`src/rtl/instr_mem_bank_if.sv`:
```
// Bus bundle for instr_mem_bank: streaming loader handshake and fetch port.
//   master : program loader / fetch stage side (drives requests, data)
//   slave  : instruction memory side (drives ready, results, prog_len)
interface instr_mem_bank_if #(
  parameter int unsigned WIDTH = 26,
  parameter int unsigned AW    = 4
);
  // loader
  logic             load_start;
  logic             load_valid;
  logic             load_last;
  logic [WIDTH-1:0] load_data;
  logic             load_ready;
  logic             load_done;
  logic [AW:0]      prog_len;
  // fetch
  logic             fetch_req;
  logic [AW-1:0]    fetch_addr;
  logic             fetch_ready;
  logic             fetch_valid;
  logic [WIDTH-1:0] opcode;
  logic             fetch_err;

  modport master (
    output load_start, load_valid, load_last, load_data,
    input  load_ready, load_done, prog_len,
    output fetch_req, fetch_addr,
    input  fetch_ready, fetch_valid, opcode, fetch_err
  );

  modport slave (
    input  load_start, load_valid, load_last, load_data,
    output load_ready, load_done, prog_len,
    input  fetch_req, fetch_addr,
    output fetch_ready, fetch_valid, opcode, fetch_err
  );
endinterface

```
`src/rtl/instr_mem_bank.sv`:
```
// Parametrised instruction memory with a streaming loader and a 1-cycle fetch port.
//   clk   : system clock, rising edge
//   rst_n : synchronous active-low reset
//   bus   : instr_mem_bank_if.slave (loader handshake, prog_len, fetch port)
// load_ready / fetch_ready decode the state only; everything else is registered.
module instr_mem_bank #(
  parameter int unsigned WIDTH = 26,
  parameter int unsigned DEPTH = 10,
  parameter int unsigned AW    = 4
) (
  input  logic             clk,
  input  logic             rst_n,
  instr_mem_bank_if.slave  bus
);

  localparam int unsigned PW = AW + 1;

  typedef enum logic [1:0] {
    EMPTY = 2'd0,
    LOAD  = 2'd1,
    READY = 2'd2
  } state_t;

  state_t           state;
  logic [PW-1:0]    wr_ptr;
  logic [PW-1:0]    prog_len;
  logic             load_done;
  logic             fetch_valid;
  logic             fetch_err;
  logic [WIDTH-1:0] opcode;

  logic [WIDTH-1:0] mem [DEPTH];

  logic             beat_c;
  logic [PW-1:0]    wr_addr_c;
  logic             load_end_c;
  logic             in_range_c;

  // Beat qualification; a restart redirects the coincident beat to word 0.
  always_comb begin
    beat_c     = (state == LOAD) && bus.load_valid;
    wr_addr_c  = bus.load_start ? '0 : wr_ptr;
    load_end_c = beat_c && (bus.load_last || (wr_addr_c == PW'(DEPTH - 1)));
    in_range_c = {1'b0, bus.fetch_addr} < prog_len;
  end

  // Storage array, intentionally not reset; writes are held off during reset.
  always_ff @(posedge clk) begin
    if (rst_n && beat_c) begin
      mem[wr_addr_c[AW-1:0]] <= bus.load_data;
    end
  end

  // Control FSM with registered pulses and fetch results.
  always_ff @(posedge clk) begin
    if (!rst_n) begin
      state       <= EMPTY;
      wr_ptr      <= '0;
      prog_len    <= '0;
      load_done   <= 1'b0;
      fetch_valid <= 1'b0;
      fetch_err   <= 1'b0;
      opcode      <= '0;
    end else begin
      load_done   <= 1'b0;
      fetch_valid <= 1'b0;
      case (state)
        EMPTY: begin
          if (bus.load_start) begin
            state  <= LOAD;
            wr_ptr <= '0;
          end
        end
        LOAD: begin
          if (beat_c) begin
            wr_ptr <= wr_addr_c + PW'(1);
          end else if (bus.load_start) begin
            wr_ptr <= '0;
          end
          if (load_end_c) begin
            prog_len  <= wr_addr_c + PW'(1);
            state     <= READY;
            load_done <= 1'b1;
          end
        end
        READY: begin
          // A new load wins over a coincident fetch request.
          if (bus.load_start) begin
            state    <= LOAD;
            wr_ptr   <= '0;
            prog_len <= '0;
          end else if (bus.fetch_req) begin
            fetch_valid <= 1'b1;
            if (in_range_c) begin
              opcode    <= mem[bus.fetch_addr];
              fetch_err <= 1'b0;
            end else begin
              opcode    <= '0;
              fetch_err <= 1'b1;
            end
          end
        end
        default: state <= EMPTY;
      endcase
    end
  end

  assign bus.load_ready  = (state == LOAD);
  assign bus.fetch_ready = (state == READY);
  assign bus.load_done   = load_done;
  assign bus.prog_len    = prog_len;
  assign bus.fetch_valid = fetch_valid;
  assign bus.opcode      = opcode;
  assign bus.fetch_err   = fetch_err;

endmodule

```
`src/flat_wrapper.sv`:
```
// flat-port wrapper written by rule: the top's interface ports become plain ports
module instr_mem_bank_flat 
#(
  parameter int unsigned WIDTH = 26,
  parameter int unsigned DEPTH = 10,
  parameter int unsigned AW    = 4
)
  (clk, rst_n, bus_load_start, bus_load_valid, bus_load_last, bus_load_data, bus_load_ready, bus_load_done, bus_prog_len, bus_fetch_req, bus_fetch_addr, bus_fetch_ready, bus_fetch_valid, bus_opcode, bus_fetch_err);
  instr_mem_bank_if #(.WIDTH(WIDTH), .AW(AW)) bus_i ();
  input  logic clk;
  input  logic rst_n;
  input wire logic [$bits(bus_i.load_start)-1:0] bus_load_start;
  input wire logic [$bits(bus_i.load_valid)-1:0] bus_load_valid;
  input wire logic [$bits(bus_i.load_last)-1:0] bus_load_last;
  input wire logic [$bits(bus_i.load_data)-1:0] bus_load_data;
  output wire logic [$bits(bus_i.load_ready)-1:0] bus_load_ready;
  output wire logic [$bits(bus_i.load_done)-1:0] bus_load_done;
  output wire logic [$bits(bus_i.prog_len)-1:0] bus_prog_len;
  input wire logic [$bits(bus_i.fetch_req)-1:0] bus_fetch_req;
  input wire logic [$bits(bus_i.fetch_addr)-1:0] bus_fetch_addr;
  output wire logic [$bits(bus_i.fetch_ready)-1:0] bus_fetch_ready;
  output wire logic [$bits(bus_i.fetch_valid)-1:0] bus_fetch_valid;
  output wire logic [$bits(bus_i.opcode)-1:0] bus_opcode;
  output wire logic [$bits(bus_i.fetch_err)-1:0] bus_fetch_err;
  assign bus_i.load_start = bus_load_start;
  assign bus_i.load_valid = bus_load_valid;
  assign bus_i.load_last = bus_load_last;
  assign bus_i.load_data = bus_load_data;
  assign bus_load_ready = bus_i.load_ready;
  assign bus_load_done = bus_i.load_done;
  assign bus_prog_len = bus_i.prog_len;
  assign bus_i.fetch_req = bus_fetch_req;
  assign bus_i.fetch_addr = bus_fetch_addr;
  assign bus_fetch_ready = bus_i.fetch_ready;
  assign bus_fetch_valid = bus_i.fetch_valid;
  assign bus_opcode = bus_i.opcode;
  assign bus_fetch_err = bus_i.fetch_err;
  instr_mem_bank #(.WIDTH(WIDTH), .DEPTH(DEPTH), .AW(AW)) u_core (.clk(clk), .rst_n(rst_n), .bus(bus_i));
endmodule
```
`config.mk`:
```
export PLATFORM = sky130hd
export DESIGN_NAME = instr_mem_bank_flat
export DESIGN_NICKNAME = d
export VERILOG_FILES = /design/src/rtl/instr_mem_bank_if.sv /design/src/rtl/instr_mem_bank.sv /design/src/flat_wrapper.sv
export SDC_FILE = /design/constraint.sdc
export NUM_CORES = 1
export LEC_CHECK = 0
export CORE_UTILIZATION = 30
export DETAILED_ROUTE_END_ITERATION = 10
export HOLD_SLACK_MARGIN = 0.12
export PLACE_DENSITY = 0.46
export SLEW_MARGIN = 10
export SYNTH_ARGS = -nofsm -noshare
export SYNTH_HDL_FRONTEND = slang
export SYNTH_SLANG_ARGS = --single-unit
```
`constraint.sdc`:
```
create_clock -name clk -period 3.38 [get_ports clk]
set_input_delay 0.845 -clock clk [delete_from_list [all_inputs] [get_ports clk]]
set_output_delay 0.845 -clock clk [all_outputs]
set_load 0.02 [all_outputs]
```
# ---- Word level (Yosys, flattened, before mapping)
# Memory sizes are Yosys's and may differ from the RTL's.
# Cells that the tools add are included.
dict set report word_totals {
  ff_bits 41
  latch_bits 0
  mem_bits_rw 260
  mem_bits_ro 0
  input_bits 36
  output_inout_bits 36
  elab_cells 47
  n_memories 1
}
# memory words width read_ports rd_clocked_by_memory_dff wr line_no
set mem_list {}
lappend mem_list {u_core.mem 10 26 1 0 1 instr_mem_bank.sv:32} ;# logic [WIDTH-1:0] mem [DEPTH];
dict set report op_classes {
  add_sub_neg 1
  multipliers 0
  div_mod_pow 0
  order_cmp 1
  n_eq_ne 6
  n_shift 0
  mux 15
  bitwise_logic 3
  n_reduce_logical 13
}
# cell n
set ops {}
lappend ops {{26-bit 2-to-1 mux} 1}
lappend ops {{5-bit 2-to-1 mux} 4}
lappend ops {{5-bit one-hot mux with 2 select lines} 2}
lappend ops {{3-bit AND reduction} 2}
lappend ops {{5-bit by 1-bit adder with 5-bit output (second input constant)} 1}
lappend ops {{5-bit by 4-bit == test with 1-bit output (second input constant)} 1}
lappend ops {{4-bit by 5-bit less-than comparator with 1-bit output} 1}
lappend ops {{1-bit 2-to-1 mux} 5}
lappend ops {{2-bit 2-to-1 mux} 2}
lappend ops {{2-bit by 1-bit inequality test with 1-bit output (second input constant)} 2}
lappend ops {{2-bit one-hot mux with 2 select lines} 1}
lappend ops {{2-bit AND reduction} 2}
lappend ops {{2-bit nonzero test} 2}
lappend ops {{1-bit logical AND} 3}
lappend ops {{1-bit NOT} 3}
lappend ops {{3-bit OR reduction} 1}
lappend ops {{2-bit by 1-bit == test with 1-bit output (second input constant)} 1}
lappend ops {{2-bit == test (second input constant)} 1}
lappend ops {{2-bit logical NOT} 1}
lappend ops {{2-bit inequality test (second input constant)} 1}
lappend ops {{2-bit OR reduction} 1}
lappend ops {{1-bit logical OR} 1}

# ---- Depth between registers and ports, before layout
dict set report depth {
  word_depth 6
  ltp_mapped 9
  mapped_depth_nobuf 8
}

# ---- Least setup slack after synthesis
# Ideal clock, no wire load.
dict set report synth_path {
  kind {in2reg}
  start {in bus_load_valid}
  end {mem u_core.mem[6][0] (enable)}
  setup_time_ns 0.385
  arrival_time_ns 2.173
  slack_ns 0.821
  cell_stages 5
  n_path_buf 0
  cell_sequence {nand2_1 > nor2_4 > nand2_1 > nor4b_2 > and2_1}
}
dict set report synth_via {
  elab_chain_len 4
}
# item line_no
set synth_lines {}
lappend synth_lines {{from (decl)} flat_wrapper.sv:13} ;# input wire logic [$bits(bus_i.load_valid)-1:0] bus_load_valid;
lappend synth_lines {{1-bit logical AND} instr_mem_bank.sv:41} ;# beat_c = (state == LOAD) && bus.load_valid;
lappend synth_lines {{1-bit logical AND} instr_mem_bank.sv:49} ;# if (rst_n && beat_c) begin
lappend synth_lines {{1-bit 2-to-1 mux} instr_mem_bank.sv:49}
lappend synth_lines {{1-bit 2-to-1 mux (implied by the code)} instr_mem_bank.sv:50} ;# mem[wr_addr_c[AW-1:0]] <= bus.load_data;
lappend synth_lines {{to (decl)} instr_mem_bank.sv:32}
# No other way between the ends.

# ---- Worst setup path after layout
dict set report layout_path {
  start {reg u_core.state[1]}
  end {out bus_fetch_ready}
}
dict set report layout_via {
  elab_chain_len 1
}
# item line_no
set layout_lines {}
lappend layout_lines {{from (decl)} instr_mem_bank.sv:24} ;# state_t state;
lappend layout_lines {{from (signal assigned)} instr_mem_bank.sv:57} ;# state <= EMPTY;
lappend layout_lines {{from (signal assigned)} instr_mem_bank.sv:70} ;# state <= LOAD;
lappend layout_lines {{from (signal assigned)} instr_mem_bank.sv:82} ;# state <= READY;
lappend layout_lines {{2-bit == test} instr_mem_bank.sv:109} ;# assign bus.fetch_ready = (state == READY);
lappend layout_lines {{to (decl)} flat_wrapper.sv:21} ;# output wire logic [$bits(bus_i.fetch_ready)-1:0] bus_fetch_ready;
# No other way between the ends.

==> metrics.txt <==
status finished clean; max-cap viol count 0; Fmax 368 MHz; Chip Width 199 um; ANT cells 0; Net Sw Frac 0.196; CTS root buffer clkbuf_16; Comb power frac 0.041; synth top area cells edfxtp_1 (67%), mux4_2 (10%), dfxtp_1 (7.1%), nand2_1 (3.0%), a32oi_1 (2.0%); GPL Wtd Cong 0.798; # resized after CTS 0; Min-Delay Path Class reg -> reg; number of buffers added on ports ~70; CP peak stage delay 0.62 ns; crit path max-delay cell type clkdlybuf4s50_1; row count 71; CP endpoint kind output pin; Netlist Area Pre-Place 11600 um^2; routed vias slightly above 6000; Clock Sinks 301; Min Clock Period, post-route 2.72 ns; setup TNS 0 ns; Syn-to-layout area delta 22.5%; Vias/cell 4.72; fillers 3533; asr flop ratio synth 0; DRT iter0 DRCs 389; first-pass GRT wire length roughly 40000 um; Post-synth EDFFs 260; post-CTS setup buffer count 0; crit path launch type flip-flop; VDD IR max 0.275 mV; proportion of layout cells with a drive suffix above 1 0.189; cell with the most instances after synthesis edfxtp_1; Max Used Layer met5; final antenna-violating net count 0; max-slew violations 0; total CTS buffers 35; GRT Total Usage 0.135; critical path class reg -> out; Final Hold Viols 0; CP Cell Sequence nor2b_2, clkdlybuf4s50_1; post-synth top area share 0.671; Met2 Wirelength 12400 um; chip height 199 um; slew margin rel. 0.574; Detail Placement HPWL between 10000 and 15000 um; DRC 0; # nets final 791; Tot Pwr 0.00840 W; area leader, netlist edfxtp_1; synthesized area per cell around 18 um^2; power per cell area approximately 590 nW/um^2; top_reg_cell synth edfxtp_1; sequential share of the synthesized area 0.742; Clk network pwr share 0.477; switching pwr about 0.0016 W; Worst Path Required 2.53 ns; wire per inst between 20 and 25 um; clk_lat worst skew 0.50 ns; Distinct cells, synth 43; RSZ-0062 raised after global routing no; initial antenna violation count 1; CTS tree built; Synth Instances 653; final WL between 20000 and 30000 um; Yosys reg bits 301; io pins 72; final setup vio count 0; Worst Max-Slew Pin Slew between 0.6 and 0.7 ns; Die ar. 39600 um^2; Metal-1 WL ~12000 um; largest net degree at the start of global routing 53; Clock Pin Slew Worst Setup and Hold Paths 0.06 ns; skew final between 0.007 and 0.008 ns; synth cell count leaders edfxtp_1 (260), nand2_1 (94), mux4_2 (52); Pleak between 4 and 5 nW; Crit path max-delay family buffers and inverters; H-Tree Depth 2; Synth Warn # 0; CORE AREA 37900 um^2; clock buffer depth 3; Arr. time, crit path 1.87 ns; DR WL met3 approximately 1200 um; Fin Hold WS 0.478 ns; Internal Power between 0.006 and 0.007 W; Initial Utilization 0.307; maximum fanout along the worst path 8; Post-CTS Hold Fix Bufs 0; final worst path period share 0.804; CP bufs+invs 1; Syn Nets 696; sequential power share 0.482; vias in the first global route 6589; gr ovfl total 0; Pre-Repair DR Iteration Count 4
==> layout make-up <==
| class | count | area, um^2 | area share |
|---|---|---|---|
| Tap cell | 511 | 639 | 0.0449 |
| Inverter | 8 | 30.0 | 0.00211 |
| Timing Repair Buffer | 95 | 986 | 0.0692 |
| Clock inverter | 19 | 273 | 0.0191 |
| Sequential cell | 301 | 8630 | 0.606 |
| Multi-Input combinational cell | 307 | 2720 | 0.191 |
| Clock buffer | 43 | 968 | 0.0680 |
==> placed cells by master, fill, tap and decap left out, types with 4 or more instances in the layout <==
cell             count
clkinv_2             6
a32oi_1             27
a22o_1              26
inv_1                7
nor2b_1              5
clkinv_1             5
bufinv_16            7
edfxtp_1           260
nand2_1             94
a21oi_1             34
buf_4               16
nor2_1              11
and2_1              12
mux4_2              52
clkbuf_1             4
xnor2_1              4
clkbuf_16           37
buf_12               9
clkdlybuf4s50_1     67
ha_1                 7
dfxtp_1             41
==> worst register-to-register path, delay by kind of cell (launching register included) <==
| family | cells | cell delay, ns |
|---|---|---|
| simple gates | 5 | 1.13 |
| flops | 1 | 0.51 |
| buf+inv | 1 | 0.26 |
==> worst paths after layout <==
kind                           end             startpoint  slack [ns]  cells past startpoint
max                bus_fetch_ready        u_core.state[1]        0.66                      2
min          u_core.bus.opcode[14]  u_core.bus.opcode[14]        0.48                      1
max reg2reg       u_core.mem[6][3]        u_core.state[0]        1.15                      6
min reg2reg  u_core.bus.opcode[14]  u_core.bus.opcode[14]        0.48                      1
==> sequential cells by signal (all words and copies together), names as in the netlist <==
signal                  count
u_core.mem                260
u_core.bus.opcode          26
u_core.bus.prog_len         5
u_core.wr_ptr               5
u_core.state                2
u_core.bus.fetch_err        1
u_core.bus.fetch_valid      1
u_core.bus.load_done        1
==> power groups by stage <==
stage               Sequential, W  Combinational (W)  Clock (W)
floorplan                 0.00413           0.000198          0
global route              0.00405           0.000381    0.00428
finish                    0.00405           0.000345    0.00400
detailed placement        0.00413           0.000352          0
CTS                       0.00405           0.000354    0.00412
global placement          0.00413           0.000344          0
==> metal layers <==
layer | up-vias | track usage
met5 | - | 0
met4 | 2 | 0.0373
met3 | 40 | 0.0242
met2 | 139 | 0.220
met1 | 3099 | 0.184
li1 | 2779 | -
==> per-stage QoR <==
step | worst slack, ns | cells | instance area (um^2) | utilization
6_report | 0.661 | 1284 | 14200 | 0.376
5_1_grt | 0.553 | 1284 | 14200 | 0.376
4_1_cts | 0.625 | 1284 | 14200 | 0.376
3_5_place_dp | 0.332 | 1222 | 13000 | 0.343
3_3_place_gp | 0.389 | 1222 | 13000 | 0.343
2_1_floorplan | 0.821 | 653 | 11600 | -
==> cell families after synthesis <==
kind of cell,after synthesis,synth area share
fa+ha+maj,7,0.00753
simple gates,142,0.0579
xor+xnor,5,0.00376
mux,55,0.104
buf+inv,45,0.0244
flops,301,0.742
compound gates,98,0.0611
Power figures use the tool's default switching activity.
